## src/rtl/adder_sched_pkg.sv

```systemverilog
// adder_sched_pkg: shared defaults, id/tag type and width helper for the adder scheduler
package adder_sched_pkg;
  localparam int BITS_DEF  = 8;
  localparam int NUM_DEF   = 8;
  localparam int REQS_DEF  = 4;
  localparam int DEPTH_DEF = 4;
  function automatic int ptr_w(int n);
    return (n > 1) ? $clog2(n) : 1;
  endfunction
  localparam int ID_W = ptr_w(REQS_DEF);
  typedef logic [ID_W-1:0] id_t;
endpackage

```

## src/rtl/adder_sched_fifo.sv

```systemverilog
// adder_sched_fifo: synchronous FIFO with full/empty flags; head reads as zero when empty
// Ports: clk/rst_n, push_i+din_i write, pop_i advances head, dout_o head, full_o/empty_o flags
module adder_sched_fifo
  import adder_sched_pkg::*;
#(
  parameter int W = 8,
  parameter int D = 4
) (
  input  logic         clk,
  input  logic         rst_n,
  input  logic         push_i,
  input  logic [W-1:0] din_i,
  input  logic         pop_i,
  output logic [W-1:0] dout_o,
  output logic         full_o,
  output logic         empty_o
);
  localparam int AW = ptr_w(D);
  localparam int CW = $clog2(D + 1);
  logic [W-1:0]  mem_q [D];
  logic [AW-1:0] wr_q, wr_d, rd_q, rd_d;
  logic [CW-1:0] cnt_q, cnt_d;
  logic          do_push, do_pop;
  assign full_o  = cnt_q == CW'(D);
  assign empty_o = cnt_q == '0;
  assign do_push = push_i && !full_o;
  assign do_pop  = pop_i && !empty_o;
  assign dout_o  = empty_o ? '0 : mem_q[rd_q];
  always_comb begin
    wr_d  = do_push ? ((wr_q == AW'(D - 1)) ? '0 : wr_q + AW'(1)) : wr_q;
    rd_d  = do_pop ? ((rd_q == AW'(D - 1)) ? '0 : rd_q + AW'(1)) : rd_q;
    cnt_d = cnt_q + CW'(do_push) - CW'(do_pop);
  end
  always_ff @(posedge clk or negedge rst_n) begin
    if (!rst_n) begin
      wr_q  <= '0;
      rd_q  <= '0;
      cnt_q <= '0;
    end else begin
      wr_q  <= wr_d;
      rd_q  <= rd_d;
      cnt_q <= cnt_d;
    end
  end
  always_ff @(posedge clk) begin
    if (do_push) mem_q[wr_q] <= din_i;
  end
endmodule

```

## src/rtl/adder_sched.sv

```systemverilog
// adder_sched: round-robin arbiter sharing one pipelined adder among requesters, in-order responses
// Ports: req_valid/req_ready/req_data requester side; add_valid/add_i/add_o/add_valid_out adder side;
//        rsp_valid/rsp_ready/rsp_id/rsp_sum response side; err sticky result-without-issue flag
module adder_sched
  import adder_sched_pkg::*;
#(
  parameter int BITS  = BITS_DEF,
  parameter int NUM   = NUM_DEF,
  parameter int REQS  = REQS_DEF,
  parameter int DEPTH = DEPTH_DEF,
  localparam int IW   = ptr_w(REQS)
) (
  input  logic                     clk,
  input  logic                     rst_n,
  input  logic [REQS-1:0]          req_valid,
  output logic [REQS-1:0]          req_ready,
  input  logic [REQS*NUM*BITS-1:0] req_data,
  output logic                     add_valid,
  output logic [NUM*BITS-1:0]      add_i,
  input  logic [BITS-1:0]          add_o,
  input  logic                     add_valid_out,
  output logic                     rsp_valid,
  input  logic                     rsp_ready,
  output logic [IW-1:0]            rsp_id,
  output logic [BITS-1:0]          rsp_sum,
  output logic                     err
);
  localparam int CW = $clog2(DEPTH + 1);
  logic [IW-1:0]      rr_q, rr_d, win, idx, tag_head;
  logic [CW-1:0]      credit_q, credit_d;
  logic               found, grant, err_q, err_d;
  logic               tag_full, tag_empty, rsp_full, rsp_empty, ret_ok, rsp_pop;
  logic [IW+BITS-1:0] rsp_head;
  always_comb begin
    found = 1'b0;
    win   = '0;
    idx   = '0;
    for (int i = 0; i < REQS; i++) begin
      idx = IW'((int'(rr_q) + i) % REQS);
      if (!found && req_valid[idx]) begin
        found = 1'b1;
        win   = idx;
      end
    end
  end
  // rst_n gates the grant so req_ready drops the instant reset asserts, even with requests pending
  assign grant     = rst_n && found && (credit_q < CW'(DEPTH)) && !tag_full;
  assign req_ready = grant ? (REQS'(1) << win) : '0;
  assign add_valid = grant;
  assign add_i     = grant ? req_data[int'(win)*NUM*BITS +: NUM*BITS] : '0;
  assign ret_ok    = add_valid_out && !tag_empty && !rsp_full;
  assign rsp_valid = !rsp_empty;
  assign rsp_pop   = rsp_valid && rsp_ready;
  assign {rsp_id, rsp_sum} = rsp_head;
  assign err       = err_q;
  always_comb begin
    rr_d     = grant ? IW'((int'(win) + 1) % REQS) : rr_q;
    credit_d = credit_q + CW'(grant) - CW'(rsp_pop);
    err_d    = err_q || (add_valid_out && tag_empty);
  end
  always_ff @(posedge clk or negedge rst_n) begin
    if (!rst_n) begin
      rr_q     <= '0;
      credit_q <= '0;
      err_q    <= 1'b0;
    end else begin
      rr_q     <= rr_d;
      credit_q <= credit_d;
      err_q    <= err_d;
    end
  end
  adder_sched_fifo #(.W(IW), .D(DEPTH)) u_tag (
    .clk     (clk),
    .rst_n   (rst_n),
    .push_i  (grant),
    .din_i   (win),
    .pop_i   (ret_ok),
    .dout_o  (tag_head),
    .full_o  (tag_full),
    .empty_o (tag_empty)
  );
  adder_sched_fifo #(.W(IW + BITS), .D(DEPTH)) u_rsp (
    .clk     (clk),
    .rst_n   (rst_n),
    .push_i  (ret_ok),
    .din_i   ({tag_head, add_o}),
    .pop_i   (rsp_pop),
    .dout_o  (rsp_head),
    .full_o  (rsp_full),
    .empty_o (rsp_empty)
  );
endmodule

```

## config.mk

```make
export PLATFORM = sky130hd
export DESIGN_NAME = adder_sched
export DESIGN_NICKNAME = d
export VERILOG_FILES = /design/src/rtl/adder_sched_pkg.sv /design/src/rtl/adder_sched_fifo.sv /design/src/rtl/adder_sched.sv
export SDC_FILE = /design/constraint.sdc
export NUM_CORES = 1
export LEC_CHECK = 0
export ABC_AREA = 1
export BUFFER_PORTS_ARGS = -buffer_cell sky130_fd_sc_hd__buf_2
export CAP_MARGIN = 25
export CORE_ASPECT_RATIO = 0.75
export CORE_MARGIN = 2
export CORE_UTILIZATION = 35
export CTS_CLUSTER_SIZE = 16
export DETAILED_ROUTE_END_ITERATION = 10
export SLEW_MARGIN = 20
export SYNTH_ARGS = -nofsm -noshare
export SYNTH_HDL_FRONTEND = slang
export SYNTH_SLANG_ARGS = --single-unit
```

## constraint.sdc

```tcl
create_clock -name clk -period 5.1 [get_ports clk]
set_clock_uncertainty 0.15 [all_clocks]
set_input_delay 0.51 -clock clk [delete_from_list [all_inputs] [get_ports clk]]
set_output_delay 0.51 -clock clk [all_outputs]
set_load 0.05 [all_outputs]
```

==> results of run 1 <==
registers in the layout, indices dropped and copies added, names as in the netlist:
signal and cells:
credit_q 3, err 1, rr_q 2, u_rsp.cnt_q 3, u_rsp.mem_q 40, u_rsp.rd_q 2
u_rsp.wr_q 2, u_tag.cnt_q 3, u_tag.mem_q 8, u_tag.rd_q 2, u_tag.wr_q 2
area by class of cell:
class                      instances  area (um2)
clock buffer                       9         225
sequential                        68        1940
antenna                            1        2.50
fill                            2144       10800
multi-input combinational        657        3600
inverter                         304        1150
timing repair buffer             367        1940
clock inverter                     7        98.8
tap                              258         323
critical path: stages (launching register included):
cell	delay [ns]
dfrtp_1	0.62
inv_6	0.10
nand2_1	0.10
nand2_2	0.09
nand2_1	0.07
nand2_1	0.05
nand2_1	0.11
nand2_1	0.11
nand2_4	0.37
nand3_4	0.58
buf_4	0.39
nand2_1	0.07
nand3_1	0.17
a21oi_1	0.22
buf_2	0.30
worst paths after layout:
check | start | to
min in group clk | add_o[7] | u_rsp.mem_q[1][7]$_DFFE_PP_
max in group asynchronous | rst_n | u_rsp.wr_q[1]$_DFFE_PN0N_
worst max-delay path | rr_q[0]$_DFFE_PN0P_ | add_i[28]
worst min-delay path | rst_n | credit_q[1]$_DFF_PN0_
worst min register to register | err$_DFF_PN0_ | err$_DFF_PN0_
worst max register to register | rr_q[0]$_DFFE_PN0P_ | credit_q[2]$_DFF_PN0_
metrics by stage:
stage | instance area (um2) | hold WS (ns) | setup WS (ns)
4_1_cts | 9240 | 0.00574 | 0.742
5_1_grt | 9270 | 0.0233 | 0.485
2_1_floorplan | 7130 | 0.0644 | 2.10
3_5_place_dp | 8910 | 0.297 | 1.11
6_report | 9270 | -0.000209 | 0.750
3_3_place_gp | 8880 | 0.289 | 1.18
metal layers:
layer	vias up	GRT usage, %
met2	341	36.6
met3	40	4.37
li1	4146	-
met4	0	5.63
met1	3746	31.8
met5	-	0
cell usage after synthesis:
cell        n  area [um2]
inv_1     300        1130
nand2_1   172         646
nand4_1   129         807
nand3_1   116         581
a21oi_1    66         330
nor2_1     63         236
buf_2      51         255
edfxtp_1   48        1440
o21ai_0    36         180
nand3_2    22         220
dfrtp_1    20         500
ha_1       20         250
clkbuf_1   16        60.1
a21oi_2    10        87.6
buf_4       7        52.6
buf_6       7        78.8
nand2_2     6        37.5
buf_1       3        11.3
fa_1        3        60.1
xnor2_1     3        26.3
xor2_1      3        26.3
inv_2       2        7.51
nor3_1      2        10.0
a21o_1      1        7.51
a311oi_1    1        8.76
a311oi_2    1        15.0
buf_8       1        15.0
clkinv_2    1        5.00
inv_6       1        8.76
nand3_4     1        17.5
nor2_4      1        11.3
o21ai_1     1        5.00
logic make-up (layout without fill, tap and decap cells):
logic type	after synthesis	count (layout)
compound gates	116	116
fa+ha+maj	23	23
xor+xnor	6	6
flops	68	68
other cells	0	1
buf+inv	389	687
simple gates	512	512
cell usage in the layout, fill, tap and decap left out, drive strengths merged, types with 4 or more instances in the layout:
master / synthesis / routed
nand3: 139 / 139
nand4: 129 / 129
a21oi: 76 / 76
clkbuf: 16 / 9
buf: 69 / 367
nor2: 64 / 64
o21ai: 37 / 37
inv: 303 / 304
nand2: 178 / 178
dfrtp: 20 / 20
ha: 20 / 20
clkinv: 1 / 4
edfxtp: 48 / 48
==> flow_summary.toml, run 1 <==
[clock_tree]
root_buffer = "clkbuf_16"
cts_sinks = 68
cts.path.max_buffers = 2
clk_pin_slew_ns = 0.06
postCtsResizedCells = 0
cts_buffers = 9
insertion_delay_ns = 0.33
postCtsSetupBuffers = 0
cts_tree = "done"
holdBufCountCts = 0
htreeDepth = 3

[finish]
fin_nets = 1702
drive_gt1_share_pct = 30.5
fin_util_pct = 46.1
syn_to_final_growth_pct = 30.1
fin_cells = 1671

[drt]
wl_met1_um = 11600
drcViolationCount = 0
dr.pass1.iters = 5
num_vias = 8273
avgRoutedWirePerCell_um = 15.4
ant_nets = 0
wl_met2_um = 11800
drt-total-wl_um = 25700
vias_per_cell = 4.95
drt_iter0_drc = 618
wl_met3_um = 1840
top_layer_used = "met4"

[timing]
setup_viol = 0
min_period_ns = 4.35
rsz0062_at_grt = "no"
tightest_slew_ns = 1.01
slew_violations = 0
fmax_mhz = 230
max-slew-margin-rel_pct = 32.6
setup_tns_ns = 0
holdWs_ns = -0.000209
fin_crit_sh_pct = 85.3
hold_viol = 1

[outcome]
violations = "negative hold slack"
outcome = "complete, but fails checks"

[floorplan]
die_area_um2 = 21500
die_w_um = 169
io_pins = 353
rows = 45
core_region_area_um2 = 20100
start_util_pct = 35.4
fp.dieH_um = 128

[synthesis]
synth-xor-area-share_pct = 0.737
yosysSeqAreaShare_pct = 27.3
synth-compound-area-share_pct = 8.90
yosysUniqueCellTypes = 32
synth-simple-area-share_pct = 36.0
synth_area_um2 = 7130
syn_nets = 1409
yosys_warnings = 0
synth_area_per_cell_um2 = 6.40
synthAdderAreaFrac_pct = 4.35
synth_top_family_by_area = "simple AND/OR/NAND/NOR gates"
synth_mux_area_share_pct = 0
synth_cells = 1114
ys_seq_elements = 68

[critical_path]
worst_r2r_path_depth = 13
arrival_ns = 3.69
crit_path_max_fanout = 46
reg2reg_slack_ns = 1.48
critical_path_class = "register to output port"
startpoint_type = "register"
required_ns = 4.44
endpoint_kind = "output port"

[global_route]
grt_pass1_wl_um = 39200
grt_antenna_before_repair = 1
track_usage_pct = 22.8
grt-ovfl-total = 0
grt_max_degree = 103
grt_pass1_vias = 7432

[place]
hpwl_um = 18400
dpl.cell_count = 1652
place.gp.congestion = 0.939
io_buffer_count = 352

[worst_hold_path]
hold_path.class = "input pin to async pin"

[flow_run]
cap_violations = 0
Power of run 1 is left out: the tool's default activity adds up to more than one toggle a clock period on the data nets, which glitch-free logic cannot reach.
==> run 2, diff against run 1 <==
--- a/config.mk
+++ b/config.mk
@@ -13,6 +13,7 @@
 export CORE_UTILIZATION = 35
 export CTS_CLUSTER_SIZE = 16
 export DETAILED_ROUTE_END_ITERATION = 10
+export GPL_TIMING_DRIVEN = 0
 export SLEW_MARGIN = 20
 export SYNTH_ARGS = -nofsm -noshare
 export SYNTH_HDL_FRONTEND = slang
==> run 2 against run 1 <==
Compared with the run above: the run still ends with negative hold slack left; cell count increased by 4.2%; setup slack improved by 0.86 ns; hold slack got worse by 0.0041 ns; clock-buffer cell count increased by 3; first-iteration DRC count increased by 1.5%; register-to-register slack improved by 0.59 ns; die area unchanged; sequential cell count unchanged; via count increased by 4.1%; critical path depth decreased by 1; critical path type unchanged.
==> flow_summary.toml, run 2 (synthesis gave the netlist of run 1 again) <==
[timing]
setup_viol = 0
fmax_mhz = 287
slew_violations = 0
max-slew-margin-rel_pct = 34.8
rsz0062_at_grt = "no"
hold_viol = 8
min_period_ns = 3.49
tightest_slew_ns = 0.975
holdWs_ns = -0.00436
setup_tns_ns = 0
fin_crit_sh_pct = 68.4

[finish]
drive_gt1_share_pct = 32.1
fin_cells = 1742
fin_util_pct = 47.3
syn_to_final_growth_pct = 33.3
ff_latch_area_um2 = 1940
fin_nets = 1772
mostFrequentLayoutCells = "buf_2, inv_1, nand2_1"
multi_input_area_um2 = 3560
final_common_cell = "buf_2"
regMostFlops = "u_rsp.mem_q"
reg_top3 = "u_rsp.mem_q x40, u_tag.mem_q x8"
fillCellCount = 2153
largest_register_ffs = 40

[global_route]
track_usage_pct = 25.1
grt_pass1_vias = 7862
grt_antenna_before_repair = 2
grt-ovfl-total = 0
grt_pass1_wl_um = 41900
grt_max_degree = 22

[floorplan]
fp.dieH_um = 128
die_w_um = 169
io_pins = 353
rows = 45
core_region_area_um2 = 20100
die_area_um2 = 21500
start_util_pct = 35.4

[clock_tree]
holdBufCountCts = 0
insertion_delay_ns = 0.33
postCtsSetupBuffers = 0
root_buffer = "clkbuf_16"
cts_buffers = 9
cts.path.max_buffers = 2
postCtsResizedCells = 0
htreeDepth = 3
cts_sinks = 68
clk_pin_slew_ns = 0.06
cts_tree = "done"

[critical_path]
cp_slowest_cell = "dfrtp_1"
reg2reg_slack_ns = 2.07
startpoint_type = "register"
required_ns = 4.44
crit_path_max_incr_delay_ns = 0.37
arrival_ns = 2.83
endpoint_kind = "output port"
critical_path_class = "register to output port"
cp_cell_sequence = "buf_6 > inv_6 > nand2_1 > nand3_1 > nand2_2 > inv_1 > nand3_2 > buf_2 > clkbuf_1 > nand4_1 > nand3_1 > a21oi_1 > buf_2"
crit_path_max_fanout = 10

[drt]
dr.pass1.iters = 7
drt-total-wl_um = 28100
ant_nets = 0
drt_iter0_drc = 627
avgRoutedWirePerCell_um = 16.1
drcViolationCount = 0
num_vias = 8614
vias_per_cell = 4.94

[outcome]
outcome = "complete, but fails checks"
violations = "negative hold slack"

[place]
place.gp.congestion = 0.946
hpwl_um = 22600
io_buffer_count = 352
dpl.cell_count = 1724

[flow_run]
cap_violations = 0

[worst_hold_path]
hold_path.class = "input pin to async pin"
==> run 2: cell count changes in the layout (fill, tap and decap cells not counted), sizes merged <==
| cell | previous run | this run |
|---|---|---|
| bufinv | 2 | 1 |
| inv | 304 | 303 |
| clkbuf | 9 | 28 |
| diode | 1 | 2 |
| buf | 367 | 421 |
| clkinv | 4 | 3 |
==> run 2: area by class of cell <==
| class | count | area share [%] |
|---|---|---|
| multi-input combinational | 657 | 37.5 |
| clock buffer | 12 | 2.49 |
| inverter | 304 | 12.1 |
| buffer | 85 | 4.98 |
| clock inverter | 4 | 0.527 |
| timing repair buffer | 352 | 18.5 |
| tap | 258 | 3.40 |
| sequential | 68 | 20.4 |
| antenna | 2 | 0.0527 |
==> run 2: metrics by stage <==
stage | instance area (um2) | hold WS (ns) | worst slack [ns]
floorplan | 7130 | 0.0644 | 2.10
global placement | 9210 | 0.286 | 1.84
detailed placement | 9210 | 0.297 | 1.88
CTS | 9500 | 0.00732 | 1.64
global route | 9500 | 0.0223 | 1.42
finish | 9500 | -0.00436 | 1.61
==> run 2: worst paths after layout <==
| kind | start | end | depth (start not counted) |
|---|---|---|---|
| min | rst_n | u_rsp.cnt_q[2]$_DFF_PN0_ | 1 |
| max | rr_q[0]$_DFFE_PN0P_ | add_i[28] | 13 |
| min in group clk | add_o[4] | u_rsp.mem_q[2][4]$_DFFE_PP_ | 1 |
| max in group asynchronous | rst_n | u_tag.rd_q[0]$_DFFE_PN0P_ | 1 |
| max reg2reg | rr_q[0]$_DFFE_PN0P_ | credit_q[2]$_DFF_PN0_ | 13 |
| min reg2reg | err$_DFF_PN0_ | err$_DFF_PN0_ | 1 |
==> run 2: layer usage <==
metal  up-vias  track usage [%]  share of wire, %
met3        41             5.20               8.2
met4         0             6.69               1.8
met2       362             40.0                45
met1      3931             34.5                45
li1       4280                -                 -
met5         -                0                 0
==> run 2: worst max-delay path: cells and delay by family (launching register included) <==
family	cells	cell delay (ns)
buf+inv	6	1.13
simple gates	6	0.69
flops	1	0.37
compound gates	1	0.30
Power of run 2 is left out for the same reason.
==> run 3, diff against run 2 <==
==> constraint.sdc (replaced) <==
create_clock -name clk -period 3.4 [get_ports clk]
set_clock_uncertainty 0.15 [all_clocks]
set_input_delay 0.34 -clock clk [delete_from_list [all_inputs] [get_ports clk]]
set_output_delay 0.34 -clock clk [all_outputs]
set_load 0.05 [all_outputs]
==> run 3 against run 2 <==
Compared with the run above: the flow still finishes with violations (negative hold slack); cell count hardly changed; setup slack worse by 1.5 ns; wire length is 0.36% higher; die area stayed put; via count is 0.24% higher; sequential share of layout area hardly changed; clock-buffer cell count stayed put; non-clock buffer count is 1 higher; hold slack worse by 0.019 ns; largest cell class unchanged.
==> flow_summary.toml, run 3 (synthesis gave the netlist of run 1 again) <==
[timing]
hold_viol = 20
tightest_slew_ns = 1.01
setup_viol = 0
rsz0062_at_grt = "no"
min_period_ns = 3.25
fmax_mhz = 308
setup_tns_ns = 0
fin_crit_sh_pct = 95.5
holdWs_ns = -0.0231
max-slew-margin-rel_pct = 32.3
slew_violations = 0

[global_route]
grt_most_used_layer = "met2"
use_met1_pct = 34.6
grt_max_degree = 21
grt_antenna_before_repair = 2
track_usage_pct = 25.1
met3_usage_pct = 5.33
grt_pass1_wl_um = 42000
grt_pass1_vias = 7866
met2_usage_pct = 40.1
grt-ovfl-total = 0

[finish]
reg_top3 = "u_rsp.mem_q x40, u_tag.mem_q x8"
regMostFlops = "u_rsp.mem_q"
fillCellCount = 2153
drive_gt1_share_pct = 32.3
syn_to_final_growth_pct = 33.5
largest_register_ffs = 40
final_common_cell = "buf_2"
fin_cells = 1743
fin_nets = 1773
mostFrequentLayoutCells = "buf_2, inv_1, nand2_1"

[critical_path]
path_common_cell = "nand3_1"
endpoint_kind = "output port"
required_ns = 2.91
cp_cell_sequence = "buf_6 > inv_6 > nand2_1 > nand3_1 > nand2_2 > inv_1 > nand3_2 > buf_2 > clkbuf_1 > nand4_1 > nand3_1 > a21oi_1 > clkbuf_4"
reg2reg_slack_ns = 0.37
arrival_ns = 2.76
critical_path_class = "register to output port"
crit_path_max_incr_delay_ns = 0.37
crit_path_max_fanout = 10
cp-startpoint = "rr_q[0]$_DFFE_PN0P_"
startpoint_type = "register"
regToRegStartpoint = "rr_q[0]$_DFFE_PN0P_"
cp_slowest_cell = "dfrtp_1"

[drt]
drt_iter0_drc = 695
num_vias = 8635
drt-total-wl_um = 28200
vias_per_cell = 4.95
drcViolationCount = 0
avgRoutedWirePerCell_um = 16.2
dr.pass1.iters = 5
ant_nets = 0

[floorplan]
fp.dieH_um = 128
io_pins = 353
start_util_pct = 35.4
rows = 45
core_region_area_um2 = 20100
die_w_um = 169
die_area_um2 = 21500

[flow_run]
cap_violations = 0

[clock_tree]
cts.path.max_buffers = 2
postCtsSetupBuffers = 0
clk_pin_slew_ns = 0.06
insertion_delay_ns = 0.33
cts_buffers = 9
root_buffer = "clkbuf_16"
htreeDepth = 3
cts_sinks = 68
cts_tree = "done"

[place]
hpwl_um = 22600
place.gp.congestion = 0.946
dpl.cell_count = 1724
io_buffer_count = 352

[outcome]
violations = "negative hold slack"
outcome = "complete, but fails checks"

[worst_hold_path]
hold_path.class = "input pin to async pin"
==> run 3: cell types whose count changed in the layout (fill, tap and decap cells not counted) <==
cell / delta
buf_1: -3
clkbuf_2: +3
buf_2: -1
buf_4: +1
clkbuf_4: +1
==> run 3: area by class of cell <==
| class | count | area (um2) | area share, % |
|---|---|---|---|
| Antenna cell | 2 | 5.00 | 0.0526 |
| Clock inverter | 4 | 50.0 | 0.526 |
| Clock buffer | 12 | 236 | 2.49 |
| Sequential cell | 68 | 1940 | 20.4 |
| Multi-Input combinational cell | 657 | 3560 | 37.4 |
| Buffer | 85 | 477 | 5.01 |
| Timing Repair Buffer | 353 | 1770 | 18.6 |
| Tap cell | 258 | 323 | 3.39 |
| Inverter | 304 | 1150 | 12.1 |
==> run 3: final timing paths <==
path	endpoint	cells past startpoint
max	add_i[31]	13
min	u_rsp.cnt_q[1]$_DFF_PN0_	2
max reg2reg	credit_q[2]$_DFF_PN0_	13
min reg2reg	err$_DFF_PN0_	1
max in group asynchronous	u_tag.rd_q[0]$_DFFE_PN0P_	2
min in group clk	u_rsp.mem_q[2][4]$_DFFE_PP_	1
==> run 3: metal layers <==
layer | wire, um | share of wire, %
met1 | 12500 | 44
met2 | 12800 | 45
met3 | 2380 | 8.4
met4 | 504 | 1.8
met5 | 0 | 0
==> run 3: metrics by stage <==
stage | cell area (um2) | worst slack (ns) | utilization (%) | hold WS, ns
after floorplan | 7130 | 0.579 | - | -0.106
after global placement | 9210 | 0.408 | 45.8 | 0.190
after detailed placement | 9210 | 0.405 | 45.8 | 0.194
after CTS | 9510 | 0.114 | 47.3 | 0.0648
after global routing | 9510 | 0.00450 | 47.3 | 0.0206
final | 9520 | 0.153 | 47.3 | -0.0231
==> run 3: critical path, delay by kind of cell, from the launching register on <==
kind            cells  cell delay, ns
buf+inv             6            1.11
flops               1            0.37
compound gates      1            0.29
simple gates        6            0.64
==> run 3: what timing repair did <==
| action | 4_1_cts | 5_1_grt |
|---|---|---|
| hold endpoints to repair | 20 | 0 |
| hold buffers | 1 | 0 |
| setup endpoints to repair | 0 | 14 |
| gates resized for setup | 0 | 6 |
Power of run 3 is left out for the same reason.
